$ cat config.mk
export PLATFORM = sky130hd
export DESIGN_NAME = regfile
export DESIGN_NICKNAME = d
export VERILOG_FILES = /design/src/rtl/regfile.sv
export SDC_FILE = /design/constraint.sdc
export NUM_CORES = 2
export LEC_CHECK = 0
export CAP_MARGIN = 20
export CORE_ASPECT_RATIO = 0.75
export CORE_MARGIN = 2
export CORE_UTILIZATION = 35
export CTS_CLUSTER_SIZE = 14
export DETAILED_ROUTE_END_ITERATION = 8
export PLACE_DENSITY = 0.5
export REMOVE_ABC_BUFFERS = 1
export SETUP_SLACK_MARGIN = 0.05
export SKIP_CTS_REPAIR_TIMING = 1
export SLEW_MARGIN = 20
export SYNTH_ARGS = -nofsm -noshare
export SYNTH_HDL_FRONTEND = slang
export SYNTH_SLANG_ARGS = --single-unit
$ cat constraint.sdc
create_clock -name clk -period 8.6 [get_ports clk]
set_input_delay 2.58 -clock clk [delete_from_list [all_inputs] [get_ports clk]]
set_output_delay 2.58 -clock clk [all_outputs]
set_load 0.05 [all_outputs]
$ cat src/rtl/regfile.sv
// regfile: 32x32 register file, r0 hardwired to zero; sync write port (we/waddr/wdata), two combinational read ports (re/raddr -> rdata) with write-through bypass
module regfile #(
  parameter int DATA_W   = 32,
  parameter int ADDR_W   = 5,
  parameter int NUM_REGS = 32
) (
  input  logic              clk,
  input  logic              rst,
  input  logic              we,
  input  logic [ADDR_W-1:0] waddr,
  input  logic [DATA_W-1:0] wdata,
  input  logic              re1,
  input  logic [ADDR_W-1:0] raddr1,
  output logic [DATA_W-1:0] rdata1,
  input  logic              re2,
  input  logic [ADDR_W-1:0] raddr2,
  output logic [DATA_W-1:0] rdata2
);
  logic [DATA_W-1:0] regs [NUM_REGS];
  always_ff @(posedge clk)
    if (rst) for (int i = 0; i < NUM_REGS; i++) regs[i] <= '0;
    else if (we && waddr != '0) regs[waddr] <= wdata;
  always_comb begin
    rdata1 = (rst || !re1 || raddr1 == '0) ? '0 : (we && raddr1 == waddr) ? wdata : regs[raddr1];
    rdata2 = (rst || !re2 || raddr2 == '0) ? '0 : (we && raddr2 == waddr) ? wdata : regs[raddr2];
  end
endmodule

Yosys cells after proc, flatten, opt, wreduce, memory -nomap -nowiden

Memories as Yosys holds them, arrays and structs flattened.
Cells that the tools add are included.

Eq/ne operators: 2
Mux-type cells: 12
Reduce and logical (&&, ||, !) cells: 13

Operator list:

| cell              | count |
|---|---|
| $mux 32           | 5 |
| $reduce_or 32->1  | 1 |
| $eq 5x5->1        | 2 |
| $logic_not 5->1   | 2 |
| $mux 1            | 6 |
| $mux 5            | 1 |
| $reduce_bool 5->1 | 1 |
| $logic_or 1x1->1  | 4 |
| $logic_and 1x1->1 | 3 |
| $logic_not 1->1   | 2 |

Register bits after elaboration: 0
RAM bits: 1024
Input port bits: 52
Output and inout port bits: 64
Word-level logic and storage cells: 28
Memories: 1

Memory list:

| name | depth | width | read ports | clocked after Yosys merged registers in | wr ports | line | RTL |
|---|---|---|---|---|---|---|---|
| regs | 32    | 32    | 2          | 0                                       | 32       | 19   | `logic [DATA_W-1:0] regs [NUM_REGS];` |

Depth between registers and ports, before layout

Word-level depth: 7
Gate-level depth with buffers: 10
Mapped depth without buffers: 5

Worst setup path after synthesis

Ideal clock, no wire load.

Kind: input -> output
From: input port raddr1[2]
To: output port rdata1[30]
Data arrival time: 5.338 ns
Required time: 6.020 ns
Setup slack: 0.682 ns
Stages on the path: 9
Path buffers: 4
Path through: buf_2 -> buf_2 -> inv_1 -> clkbuf_1 -> clkbuf_1 -> nand2_1 -> nand3_1 -> a21oi_1 -> nor4_1

Longest elaborated chain between the ends: 4
Elaborated cells between the ends (all ways): 7
Classes of those cells: eq/ne: 1; mux: 2; reduce/logical: 3; memory: 1

RTL lines:

| element                                                               | line | RTL |
|---|---|---|
| start: declaration                                                    | 13   | `input logic [ADDR_W-1:0] raddr1,` |
| parallel branches: the longest is 3 deep, another holds $mem_v2 32x32 | -    |  |
| $mux 32 (*)                                                           | 24   | `rdata1 = (rst \|\| !re1 \|\| raddr1 == '0) ? '0 : (we && raddr1 == waddr) ? wdata : regs[raddr1];` |
| end: declaration                                                      | 14   | `output logic [DATA_W-1:0] rdata1,` |

Mark *: on every way between the ends.

Worst setup path in the final report

From: input port raddr2[3]
To: output port rdata2[29]

Longest elaborated chain between the ends: 4
Elaborated cells between the ends (all ways): 7
Classes of those cells: eq/ne: 1; mux: 2; reduce/logical: 3; memory: 1

RTL lines:

| element                                                               | line | RTL |
|---|---|---|
| start: declaration                                                    | 16   | `input logic [ADDR_W-1:0] raddr2,` |
| parallel branches: the longest is 3 deep, another holds $mem_v2 32x32 | -    |  |
| $mux 32 (*)                                                           | 25   | `rdata2 = (rst \|\| !re2 \|\| raddr2 == '0) ? '0 : (we && raddr2 == waddr) ? wdata : regs[raddr2];` |
| end: declaration                                                      | 17   | `output logic [DATA_W-1:0] rdata2` |

Marks and branches as above.

==> run_results.csv <==
group,metric,value,unit
timing,relSlewSlack,0.182,
grt,antenna_found_initial,19,
logic_synthesis,synth_cell_types,49,
run,cap_viol_max_count,0,
finish,regMostFlops,"regs",
worst_setup_path,crit_path_start_kind,"input pin",
floorplanning,coreArea,0.155,mm²
drt,via_count,36700,
clocking,cts_tree,"built",
min_path,hold_path_startpoint,"wdata[18]",
drt,firstDrtPassIters,6,
finish,fillers,14000,
logic_synthesis,synth-xor-area-share,0.00159,
timing,setup_viol_count_final,0,
placement,portBuffers,115,
min_path,hp-class,"in -> reg",
finish,stdcell_count,6025,
clocking,clockBufferDepth,3,
finish,stdcell_area,0.0628,mm²
timing,min_period_over_period,0.966,
pwr,power_density,195,mW/mm²
logic_synthesis,synthCells,3798,
logic_synthesis,synth_compound_area_frac,0.0691,
timing,final_hold_viol_count,0,
clocking,clock-sinks,1024,
placement,gp_congestion,0.840,
floorplanning,die_h,347,µm
logic_synthesis,synth_top_family_by_area,"multiplexers",
worst_setup_path,worstPathRequired,6020,ps
logic_synthesis,ys_seq_area_frac,0.560,
floorplanning,rows,125,
worst_setup_path,end_kind,"output pin",
clocking,htree_levels,3,
pwr,power_leakage,21.6,nW
timing,grt_setup_unrepaired,"false",
logic_synthesis,synth.area.mux_share,0.205,
logic_synthesis,synth_top_area_frac,0.560,
min_path,worstHoldEndpoint,"regs[20][18]",
drt,ant_nets,0,
drt,via_per_inst,6.09,
grt,grt_max_degree,69,
finish,area_growth,14.4,%
timing,worst_slack,291,ps
grt,grt_pass1_wl,296000,µm
logic_synthesis,synth_area_leader_cell,"edfxtp_1",
min_path,whs_path_depth,2,
logic_synthesis,netlist_area,0.0549,mm²
finish,largest_reg_flops,1024,
clocking,root_buffer,"clkbuf_16",
floorplanning,pin_count,116,
finish,nets,3874,
timing,slew_viol_final,0,
logic_synthesis,ys_ff_latch,1024,
clocking,path_clk_slew,70,ps
floorplanning,die_area,0.160,mm²
grt,grt_usage,0.267,
logic_synthesis,ys_dominant_reg_cell,"edfxtp_1",
floorplanning,die_w,461,µm
timing,setup_tns,0,ps
placement,dpl.hpwl,130000,µm
worst_setup_path,critPathArrivalTime,5730,ps
timing,period_minus_slack,8310,ps
grt,grt_pass1_vias,35400,
placement,place_ws,316,ps
timing,fmax,120,MHz
status,status,"completed",
worst_setup_path,worstSetupPathType,"in -> out",
finish,top_regs,"regs (1024)",
drt,dr.first_iter.drc_count,5684,
pwr,irDropWorstVdd,0.150,mV
placement,postPlaceCellArea,0.0593,mm²
clocking,numCtsBuffers,106,
worst_setup_path,crit_path_max_fanout,39,
logic_synthesis,synth-simple-area-share,0.132,
drt,post_drt_wl_per_cell,35.9,µm
logic_synthesis,ys_top_cells_by_area,"edfxtp_1, mux4_2, and2_1",
drt,wl,216000,µm
drt,drc_errors,0,
grt,gr-total-overflow,0,
logic_synthesis,yosysWarnings,0,
placement,dpl.cell_count,5807,
logic_synthesis,synth_area_per_cell,14.5,µm²
logic_synthesis,yosys.area_share.adder,0,
finish,final_layout_size_suffix_gt1_frac,0.226,
logic_synthesis,synthArstFlopShare,0,
timing,max_slew.worst_pin.slew,1230,ps
logic_synthesis,synth-edff-count,1024,
floorplanning,start_util,0.354,
final cells by class:
type                       instances  area, µm²  area share
antenna                           16       40.0    0.000637
clock buffer                     130       2760      0.0440
multi-input combinational       2385      22800       0.363
timing repair buffer             303       3200      0.0510
sequential                      1024      30700       0.490
inverter                           2       10.0    0.000159
tap                             2095       2620      0.0417
clock inverter                    70        649      0.0103
synth_stat cells, types with 3 or more instances:
library cell	count
buf_2	59
a21oi_1	94
o22ai_1	31
a221o_1	31
xor2_1	4
mux2i_1	252
o221ai_1	32
nand2_1	74
nor2b_1	36
a211oi_1	30
a31oi_1	31
clkbuf_1	317
buf_4	17
nand3_1	5
xnor2_1	6
nor2_1	37
o21ai_0	33
mux4_2	387
buf_6	12
nand3b_1	7
or2_2	32
and2_1	993
a2111oi_0	18
or3b_2	3
edfxtp_1	1024
a22o_1	62
a22oi_1	62
a2111oi_2	12
buf_1	13
a221oi_1	63
cell families after synthesis:
| family | count (synthesis) |
|---|---|
| xor+xnor | 10 |
| mux | 640 |
| simple gates | 1198 |
| buf+inv | 420 |
| other cells | 1 |
| flops | 1024 |
| compound gates | 505 |
metal layers:
layer	global-route usage	up-vias	wire length, µm
li1	-	14700	-
met4	0.0708	8	6280
met2	0.381	2193	92000
met5	0	-	59
met1	0.413	19400	97300
met3	0.0483	345	20800
cells in the final DEF (no fill, tap or decap), types with 62 or more instances in the layout:
| cell | instances |
|---|---|
| nand2_1 | 74 |
| a21oi_1 | 94 |
| a22o_1 | 62 |
| a22oi_1 | 62 |
| buf_4 | 192 |
| mux4_2 | 387 |
| buf_12 | 62 |
| clkbuf_16 | 107 |
| a221oi_1 | 63 |
| edfxtp_1 | 1024 |
| mux2i_1 | 252 |
| and2_1 | 992 |
where the power goes:
part | switching (mW) | internal (mW) | total (mW)
logic | 0.972 | 0.621 | 1.59
registers | 0.145 | 5.77 | 5.91
clock network | 2.15 | 2.56 | 4.71
critical path: stages:
cell,delay [ps]
clkdlybuf4s50_1,520
buf_4,230
and2_4,740
buf_4,410
a22oi_1,110
a21oi_1,590
a22o_1,300
buf_12,150
how the worst max path moves through the flow:
stage	start	to	slack, ps	cells past startpoint
final	raddr2[3]	rdata2[29]	290	8
after floorplan	raddr2[3]	rdata2[30]	160	5
after global routing	waddr[1]	rdata2[25]	250	8
after global placement	raddr2[3]	rdata2[29]	360	8
after detailed placement	raddr2[3]	rdata2[29]	320	8
after CTS	raddr2[3]	rdata2[29]	330	8
stage by stage:
| stage | hold slack [ps] | power (mW) | utilization |
|---|---|---|---|
| 3_3_place_gp | 3370 | 7.58 | 0.382 |
| 5_1_grt | 2530 | 12.5 | 0.404 |
| 4_1_cts | 2570 | 12.2 | 0.404 |
| 6_report | 2510 | 12.2 | 0.404 |
| 2_1_floorplan | 2690 | 6.73 | - |
| 3_5_place_dp | 3360 | 7.59 | 0.382 |
Power figures use the tool's default switching activity.
